### config.mk
export PLATFORM = sky130hd
export DESIGN_NAME = mod_segment_sequencer
export DESIGN_NICKNAME = d
export VERILOG_FILES = /design/src/rtl/mod_pipe_pkg.sv /design/src/rtl/seg_return_tracker.sv /design/src/rtl/mod_segment_sequencer.sv
export SDC_FILE = /design/constraint.sdc
export NUM_CORES = 1
export LEC_CHECK = 0
export ABC_AREA = 1
export BUFFER_PORTS_ARGS = -buffer_cell sky130_fd_sc_hd__buf_4
export CAP_MARGIN = 40
export CORE_MARGIN = 1
export CORE_UTILIZATION = 51
export DETAILED_ROUTE_END_ITERATION = 8
export PLACE_DENSITY = 0.76
export SYNTH_ARGS = -nofsm -noshare
export SYNTH_HDL_FRONTEND = slang
export SYNTH_HIERARCHICAL = 1
export SYNTH_SLANG_ARGS = --single-unit
### constraint.sdc
create_clock -name clk -period 2.95 [get_ports clk]
set_clock_uncertainty 0.05 [all_clocks]
set_input_delay 0.1475 -clock clk [delete_from_list [all_inputs] [get_ports clk]]
set_output_delay 0.1475 -clock clk [all_outputs]
set_load 0.1 [all_outputs]
### src/rtl/mod_pipe_pkg.sv
// Shared types and constants for the modulation pipe segment stage.
// Holds the segment FSM state type, the segment word width and the index-width helper.
package mod_pipe_pkg;

    typedef enum logic [1:0] {
        IDLE  = 2'd0,
        ISSUE = 2'd1,
        WAIT  = 2'd2,
        DONE  = 2'd3
    } seg_state_t;

    localparam int SEG_W     = 32;
    localparam int SEL_IDX_W = $clog2(SEG_W);

    // A single-segment build still needs a one-bit index port.
    function automatic int idx_width(input int num_seg);
        return (num_seg > 1) ? $clog2(num_seg) : 1;
    endfunction

endpackage

### src/rtl/seg_return_tracker.sv
// DP_LAT-deep {valid, index} delay line that tags each returning datapath result
// with the segment slot it belongs to; used only by the pipelined (SEG_PIPELINE_EN) build.
module seg_return_tracker #(
    parameter int DP_LAT = 1,
    parameter int IDX_W  = 3
) (
    input  logic             clk,
    input  logic             reset,
    input  logic             issue_go,
    input  logic [IDX_W-1:0] issue_idx,
    output logic             ret_vld,
    output logic [IDX_W-1:0] ret_idx
);

    logic             vld_pipe [DP_LAT];
    logic [IDX_W-1:0] idx_pipe [DP_LAT];

    always_ff @(posedge clk or negedge reset) begin
        if (!reset) begin
            for (int i = 0; i < DP_LAT; i++) begin
                vld_pipe[i] <= 1'b0;
                idx_pipe[i] <= '0;
            end
        end else begin
            vld_pipe[0] <= issue_go;
            idx_pipe[0] <= issue_idx;
            for (int i = 1; i < DP_LAT; i++) begin
                vld_pipe[i] <= vld_pipe[i-1];
                idx_pipe[i] <= idx_pipe[i-1];
            end
        end
    end

    assign ret_vld = vld_pipe[DP_LAT-1];
    assign ret_idx = idx_pipe[DP_LAT-1];

endmodule

### src/rtl/mod_segment_sequencer.sv
// Schedules NUM_SEG per-segment branch evaluations onto one shared segment datapath.
// Define SEG_PIPELINE_EN for back-to-back issue; the default build issues one segment at a time.
module mod_segment_sequencer
    import mod_pipe_pkg::*;
#(
    parameter int  NUM_SEG = 8,
    parameter int  DP_LAT  = 1,
    localparam int IDX_W   = idx_width(NUM_SEG)
) (
    input  logic                     clk,
    input  logic                     reset,
    input  logic                     start,
    input  logic [31:0]              input_bit,
    input  logic [31:0]              zero,
    output logic                     dp_go,
    output logic                     dp_sel,
    output logic [IDX_W-1:0]         dp_idx,
    input  logic [31:0]              dp_result,
    output logic [NUM_SEG*SEG_W-1:0] segment_out,
    output logic                     valid,
    output logic                     busy
);

    localparam logic [IDX_W-1:0] LAST_IDX = IDX_W'(NUM_SEG - 1);

    seg_state_t       state;
    logic [31:0]      sel_word;
    logic [IDX_W-1:0] seg_cnt;
    logic [IDX_W-1:0] next_cnt;

    assign next_cnt = seg_cnt + 1'b1;

`ifdef SEG_PIPELINE_EN
    logic             ret_vld;
    logic [IDX_W-1:0] ret_idx;

    seg_return_tracker #(
        .DP_LAT (DP_LAT),
        .IDX_W  (IDX_W)
    ) u_tracker (
        .clk       (clk),
        .reset     (reset),
        .issue_go  (dp_go),
        .issue_idx (dp_idx),
        .ret_vld   (ret_vld),
        .ret_idx   (ret_idx)
    );
`else
    localparam int LAT_W = $clog2(DP_LAT + 1);
    logic [LAT_W-1:0] wait_cnt;
`endif

    always_ff @(posedge clk or negedge reset) begin
        if (!reset) begin
            state       <= IDLE;
            sel_word    <= '0;
            seg_cnt     <= '0;
            dp_go       <= 1'b0;
            dp_sel      <= 1'b0;
            dp_idx      <= '0;
            segment_out <= '0;
            valid       <= 1'b0;
            busy        <= 1'b0;
`ifndef SEG_PIPELINE_EN
            wait_cnt    <= '0;
`endif
        end else begin
            valid <= 1'b0;
            case (state)
                IDLE, DONE: begin
                    if (start) begin
                        sel_word <= input_bit ^ zero;
                        seg_cnt  <= '0;
                        dp_go    <= 1'b1;
                        dp_idx   <= '0;
                        dp_sel   <= input_bit[0] ^ zero[0];
                        busy     <= 1'b1;
                        state    <= ISSUE;
                    end else begin
                        state <= IDLE;
                    end
                end
`ifdef SEG_PIPELINE_EN
                // Issue and capture overlap: ISSUE also drains the datapath after the last issue.
                ISSUE: begin
                    if (dp_go) begin
                        if (seg_cnt == LAST_IDX) begin
                            dp_go <= 1'b0;
                        end else begin
                            seg_cnt <= next_cnt;
                            dp_idx  <= next_cnt;
                            dp_sel  <= sel_word[SEL_IDX_W'(next_cnt)];
                        end
                    end
                    if (ret_vld) begin
                        segment_out[int'(ret_idx)*SEG_W +: SEG_W] <= dp_result;
                        if (ret_idx == LAST_IDX) begin
                            valid <= 1'b1;
                            busy  <= 1'b0;
                            state <= DONE;
                        end
                    end
                end
`else
                ISSUE: begin
                    dp_go    <= 1'b0;
                    wait_cnt <= LAT_W'(DP_LAT);
                    state    <= WAIT;
                end
                WAIT: begin
                    if (wait_cnt == LAT_W'(1)) begin
                        segment_out[int'(seg_cnt)*SEG_W +: SEG_W] <= dp_result;
                        if (seg_cnt == LAST_IDX) begin
                            valid <= 1'b1;
                            busy  <= 1'b0;
                            state <= DONE;
                        end else begin
                            seg_cnt <= next_cnt;
                            dp_go   <= 1'b1;
                            dp_idx  <= next_cnt;
                            dp_sel  <= sel_word[SEL_IDX_W'(next_cnt)];
                            state   <= ISSUE;
                        end
                    end else begin
                        wait_cnt <= wait_cnt - 1'b1;
                    end
                end
`endif
                default: state <= IDLE;
            endcase
        end
    end

endmodule

==> results.md, run 1 <==
- Largest fanout on the critical path: 39
- Die area: 23,100 µm²
- Failing checks: DRC
- Core ar.: 22,000 µm²
- Logic pwr share: 41.6%
- Placed Cells: 1,832
- Leak pwr: 7.96 nW
- Sw Share: 46.6%
- Worst setup path category: flop to flop
- Initial Util: 52.3%
- Post-synthesis register bit count: 274
- Die X-Extent: 152 µm
- Share of the yosys chip area belonging to registers: 59.7%
- Post-DRT Antenna Nets: 0
- Syn_nets: 1,408
- Arr. time, crit path: 3.06 ns
- Cell-internal power: 7.56 mW
- F_max: 0.373 GHz
- Hold Path Class: input port to flop
- DRT Wirelength: 37,000 µm
- Cells after synthesis: 1,302
- Reg power frac: 32.3%
- Top delay family on crit path: buffers and inverters
- Worst VDD drop: 0.490 mV
- Power per cell area: 911 nW/µm²
- Syn. warnings: 6
- Wire per inst: 19.1 µm
- First-pass GRT wire length: 57,700 µm
- Final Util: 70.7%
- Inserted Clock Buffers: 28
- GP Congestion: 0.862
- Pin count of the biggest net entering global routing: 88
- Slew margin rel.: 40.2%
- Gr usage total: 32.0%
- Setup-failing EPs final: 0
- Clk pwr share: 26.1%
- Buf+Inv Stages, Crit Path: 3
- Vias per std cell: 5.44
- Setup TNS: 0 ns
- CP Capture Type: flop
- GR Util met3: 6.67%
- Synth Area per Inst: 8.82 µm²
- Clock tree buffer depth: 3
- Worst-path cell chain: inv_2 > ha_1 > ha_2 > inv_2 > nand3_1 > nor2_1 > nand2_2 > buf_12 > o31ai_1
- Worst-path clk slew: 0.06 ns
- Tightest Pin Transition: 0.896 ns
- Initial DRT Pass Iterations: 8
- MaxCap Viol Count: 0
- Final hold vios: 0
- Iteration-0 DRC Markers: 847
- Grt met1 use: 43.0%
- Outcome: finished with violations
- Fin. max-slew vios: 0
- Worst Path Required: 3.33 ns
- Fin crit share: 90.9%
- Minimum clock period: 2.68 ns
- CP max stage cell: dfrtp_2
- Crit start category: flop
- Top Ports: 362
- Commonest cells after routing, fill and taps aside: 374 x nand2_1, 329 x buf_4, 273 x dfrtp_1
- Share of post-route cells with drive strength above 1: 24.4%
- I/O Buffers: 313
- Power, Total: 14.1 mW
- CTS tree: yes
- Vias in the first global route: 10,200
- Die Ht: 152 µm
- Netlist cell types: 26
- Vias: 10,500
- Clk sink count: 274
- Final Cell Area: 15,500 µm²
- Inserted Diodes: 0
- Residual DRC: 50
- Busiest grt layer: met2
- Fin cells: 1,934
- Area Growth Syn to Fin: 35.2%
- Htree depth: 1
- CTS resizes: 0
- DP HPWL: 25,100 µm
- RSZ-0062 raised after global routing: no
- Met2 Usage GRT: 50.6%
- Placed Instance Area: 14,100 µm²
- Synthesized cell area: 11,500 µm²
- Critical Path Max Stage Delay: 0.50 ns
- Commonest non-fill, non-tap cell in the layout: nand2_1
- Initial antenna violation count: 0
- Net switching power: 6.59 mW
- FP Rows: 54
- Total gr overflow: 0
- NumNets Final: 1,738
- Cell mode on critical path: inv_2
- CTS root buffer: clkbuf_16
- Worst skew pair latency: 0.53 ns
-- Yosys cell counts --
cell type  count  area [µm²]
nor4_1         1        6.26
or2_2          1        6.26
dfrtp_1      274        6860
nand2_1      376        1410
buf_1          2        7.51
ha_1           7        87.6
inv_2          5        18.8
buf_2         26         130
o31ai_1       32         240
clkbuf_2       3        15.0
inv_1        128         480
clkbuf_1      50         188
o21ai_1       12        60.1
nor3_1        35         175
nor2_1        31         116
a21oi_1        2        10.0
nand4_1        4        25.0
buf_6          3        33.8
nand2_2        5        31.3
o21ai_0      192         961
nor3_4         1        16.3
xnor2_1        8        70.1
nand3_1      101         505
o22ai_1        1        6.26
nor4_4         1        21.3
buf_4          1        7.51
-- per-layer routing --
layer  up-vias  wire, µm
li1       4845         -
met1      5017     14700
met2       559     17100
met3       100      3490
met4         0      1670
met5         -         0
-- kinds of logic (layout without fill, tap and decap cells) --
kind of cell,after synthesis,in the layout,synth area share [%]
DFF,274,274,59.7
buffers and inverters,218,570,7.67
AOI/OAI and AO/OA,239,239,11.1
and+or+nand+nor,556,556,20.2
adders and majority gates,7,7,0.762
xor gates and xnor gates,8,8,0.610
-- what timing repair did --
item | 4_1_cts | 5_1_grt
buffers inserted | 0 | 0
hold buffers | 50 | 0
endpoints found under the hold margin | 218 | 0
-- cell type report --
type                       instances  area [µm²]
multi-input combinational        810        3760
clock buffer                      39         833
clock inverter                    13         145
fill                            1701        6420
sequential                       274        6860
timing repair buffer             385        3090
tap                              280         350
inverter                         133         499
-- final timing paths --
| kind | end | depth (start not counted) | slack [ns] | start |
|---|---|---|---|---|
| max | segment_out[12] | 9 | 0.27 | seg_cnt[0] |
| min | dp_sel | 5 | 0.07 | zero[0] |
| max reg2reg | segment_out[12] | 9 | 0.27 | seg_cnt[0] |
| min reg2reg | segment_out[28] | 2 | 0.43 | segment_out[28] |
| max in group asynchronous | segment_out[132] | 3 | 1.74 | reset |
| min in group asynchronous | segment_out[149] | 2 | 0.18 | reset |
-- metrics by stage --
| step | setup WS [ns] | hold slack [ns] |
|---|---|---|
| after floorplan | 0.164 | -0.198 |
| after global placement | 0.410 | 0.151 |
| after detailed placement | 0.294 | 0.152 |
| after CTS | 0.280 | 0.0548 |
| after global routing | 0.0287 | 0.0714 |
| final | 0.269 | 0.0687 |
-- worst register-to-register path, stage by stage, from the launching register on --
cell	delay, ns
dfrtp_2	0.50
inv_2	0.26
ha_1	0.24
ha_2	0.29
inv_2	0.12
nand3_1	0.11
nor2_1	0.12
nand2_2	0.32
buf_12	0.31
o31ai_1	0.26
-- registers in the layout, indices dropped and copies added (netlist names) --
signal / cells
busy: 1
dp_go: 1
dp_sel: 1
seg_cnt: 3
segment_out: 256
sel_word: 8
state: 2
valid: 1
wait_cnt: 1
-- power by group through the flow --
stage          combinational, mW  clock [mW]  sequential (mW)
2_1_floorplan               1.31           0             7.56
3_3_place_gp                5.72           0             4.60
3_5_place_dp                5.77           0             4.61
4_1_cts                     5.85        3.73             4.55
5_1_grt                     6.12        3.89             4.60
6_report                    5.89        3.70             4.56
No activity file was read; power rests on OpenSTA's default activity.
==> run 2: changes to the inputs <==
- CORE_ASPECT_RATIO: default -> 2
==> run 2 against run 1 <==
The flow now finishes without violations. Clock power fell by 7.6%. Critical path depth stayed put. Sequential share of layout area up 0.16 points. Power is 1.6% lower. First-iteration DRC count down 15%. Utilization is 0.58 points lower. Count of clock-buffer cells in the layout fell by 13. Non-clock buffer count grew 3. Fmax grew 1.4%. Register-to-register slack gained 0.04 ns. Sequential power about the same. Critical path type unchanged. Critical endpoint is now segment_out[18].
==> results.md, run 2 (synthesis gave the netlist of run 1 again) <==
- Outcome: finished clean
- Clk sink count: 274 (unchanged)
- First-pass GRT wire length: 58,000 µm (+0.65%)
- Post-Place Setup Slack: 0.346 ns (+0.0524 ns)
- Largest fanout on the critical path: 42 (+7.7%)
- Reg with most FFs: segment_out
- Max reg flops: 256 (unchanged)
- Worst-path clk slew: 0.07 ns (about the same)
- Net switching power: 6.62 mW (+0.46%)
- Logic pwr share: 42.8% (+1.2 points)
- Worst setup path category: flop to flop
- I/O Buffers: 313 (unchanged)
- Initial DRT Pass Iterations: 5 (-3)
- Power, Total: 13.9 mW (-1.6%)
- Crit start category: flop
- Area Growth Syn to Fin: 34.7%
- Final Util: 70.2% (-0.58 points)
- MaxCap Viol Count: 0 (unchanged)
- CP Capture Type: flop
- Critical Path Max Stage Delay: 0.41 ns (-0.09 ns)
- Residual DRC: 0 (-100%)
- Post-DRT Antenna Nets: 0 (unchanged)
- Clock tree buffer depth: 3 (unchanged)
- Vias: 10,400 (-1.0%)
- Worst skew pair latency: 0.53 ns (about the same)
- Die X-Extent: 108 µm (-29%)
- Power per cell area: 899 nW/µm² (-1.3%)
- Initial antenna violation count: 0 (unchanged)
- Worst r2r src: seg_cnt[0]
- Tightest Pin Transition: 0.791 ns (-0.105 ns)
- Wire per inst: 19.7 µm (+3.0%)
- DRT met1 WL: 13,400 µm (-8.6%)
- Top layer in use: met4
- Core ar.: 22,100 µm² (+0.47%)
- Cell-internal power: 7.30 mW (-3.5%)
- Placed Cells: 1,832 (unchanged)
- Vias in the first global route: 10,400 (+1.2%)
- Inserted Clock Buffers: 24 (-14%)
- CTS root buffer: clkbuf_16
- Inserted Diodes: 0 (unchanged)
- Iteration-0 DRC Markers: 716 (-15%)
- Pin count of the biggest net entering global routing: 92 (+4.5%)
- Initial Util: 52.1% (-0.25 points)
- CP max stage cell: dfrtp_2
- Fin cells: 1,925 (-0.47%)
- Met2 WL: 19,300 µm (+13%)
- Worst VDD drop: 0.590 mV (+20%)
- FP Rows: 77 (+43%)
- Clk pwr share: 24.6% (-1.5 points)
- Vias per std cell: 5.41 (-0.56%)
- Fin crit share: 89.6% (-1.2 points)
- Flop2flop setup slack: 0.31 ns (+0.04 ns)
- Cell mode on critical path: inv_2
- DRT Wirelength: 37,900 µm (+2.6%)
- F_max: 0.378 GHz (+1.4%)
- Final hold vios: 0 (unchanged)
- RSZ-0062 raised after global routing: no
- Hold path start: dp_result[19]
- CTS tree: yes
- Commonest cells after routing, fill and taps aside: 374 x nand2_1, 330 x buf_4, 273 x dfrtp_1
- GP Congestion: 0.868 (+0.70%)
- Met3 wire len: 2350 µm (-33%)
- Top Registers: segment_out (256), sel_word (8), seg_cnt (3)
- NumNets Final: 1,737 (-0.058%)
- Arr. time, crit path: 3.02 ns (-0.04 ns)
- Top Ports: 362 (unchanged)
- Setup-failing EPs final: 0 (unchanged)
- Total gr overflow: 0 (unchanged)
- Slew margin rel.: 47.3% (+7.1 points)
- Fin. max-slew vios: 0 (unchanged)
- Worst Hold Depth: 3 (-2)
- Hold path endpoint: segment_out[19]
- Reg power frac: 32.6% (+0.3 points)
- Minimum clock period: 2.64 ns (-0.0368 ns)
- Share of post-route cells with drive strength above 1: 24.4% (+0.074 points)
- DP HPWL: 26,200 µm (+4.4%)
- RR Endpoint: segment_out[18]
- Die Ht: 214 µm (+41%)
- FF-to-FF path depth: 9 (unchanged)
- Leak pwr: 7.93 nW (-0.39%)
- Setup TNS: 0 ns (unchanged)
- Sw Share: 47.5% (+0.99 points)
- Worst-path cell chain: inv_2 > ha_1 > ha_2 > inv_2 > nand3_2 > nor2_1 > nand2_2 > buf_12 > o31ai_1
- Setup ws final: 0.306 ns (+0.0368 ns)
- Commonest non-fill, non-tap cell in the layout: nand2_1
- Gr usage total: 33.4% (+1.3 points)
- Worst Path Required: 3.33 ns (about the same)
- CTS resizes: 0 (unchanged)
- Hold Path Class: input port to flop
- Die area: 23,200 µm² (+0.16%)
- Htree depth: 1 (unchanged)
[run 2: cell count changes in the layout (fill, tap and decap cells not counted), moves of 3 or more]
| cell | before | now |
|---|---|---|
| clkbuf_8 | 7 | 1 |
| clkinv_4 | 0 | 5 |
| clkbuf_16 | 29 | 25 |
| clkbuf_1 | 3 | 0 |
| clkinv_2 | 8 | 5 |
[run 2: critical path: cells and delay by family, from the launching register on]
kind	cells	cell delay [ns]
adder cells (fa/ha/maj)	2	0.54
AND/OR/NAND/NOR	3	0.57
flip-flops	1	0.41
AO/OA/AOI/OAI	1	0.24
buffers and inverters	3	0.70
[run 2: metal layers]
metal  vias to the layer above  GRT usage (%)
met2                       465           56.4
met5                         -              0
met1                      4998           38.9
li1                       4831              -
met4                         0           22.4
met3                       119           4.19
[run 2: worst max-delay path by stage]
stage / endpoint / slack [ns] / start
3_5_place_dp: segment_out[15] / 0.35 / seg_cnt[0]
3_3_place_gp: segment_out[50] / 0.48 / seg_cnt[0]
4_1_cts: segment_out[15] / 0.32 / seg_cnt[0]
6_report: segment_out[18] / 0.31 / seg_cnt[0]
2_1_floorplan: segment_out[10] / 0.16 / seg_cnt[0]
5_1_grt: segment_out[16] / 0.06 / seg_cnt[0]
[run 2: power by group through the flow]
stage | Combinational [mW] | Clock, mW | Sequential (mW)
after floorplan | 1.31 | 0 | 7.56
after global placement | 5.82 | 0 | 4.58
after detailed placement | 5.88 | 0 | 4.59
after CTS | 5.95 | 3.45 | 4.53
after global routing | 6.21 | 3.61 | 4.59
final | 5.96 | 3.42 | 4.54
[run 2: repair_timing]
action	CTS	global route
setup buffers	0	0
endpoints found under the hold margin	216	0
hold buffers	49	0
[run 2: cell type report]
type                            count  area [µm²]
Sequential cell                   274        6860
Fill cell                        1696        6580
Multi-Input combinational cell    810        3770
Timing Repair Buffer              388        3150
Clock buffer                       26         639
Inverter                          133         499
Tap cell                          276         345
Clock inverter                     18         219
[run 2: per-stage QoR]
| step | instance area [µm²] | hold WS [ns] |
|---|---|---|
| after floorplan | 11500 | -0.198 |
| after global placement | 14100 | 0.139 |
| after detailed placement | 14100 | 0.142 |
| after CTS | 15500 | 0.0124 |
| after global routing | 15500 | 0.0103 |
| final | 15500 | 0.0150 |
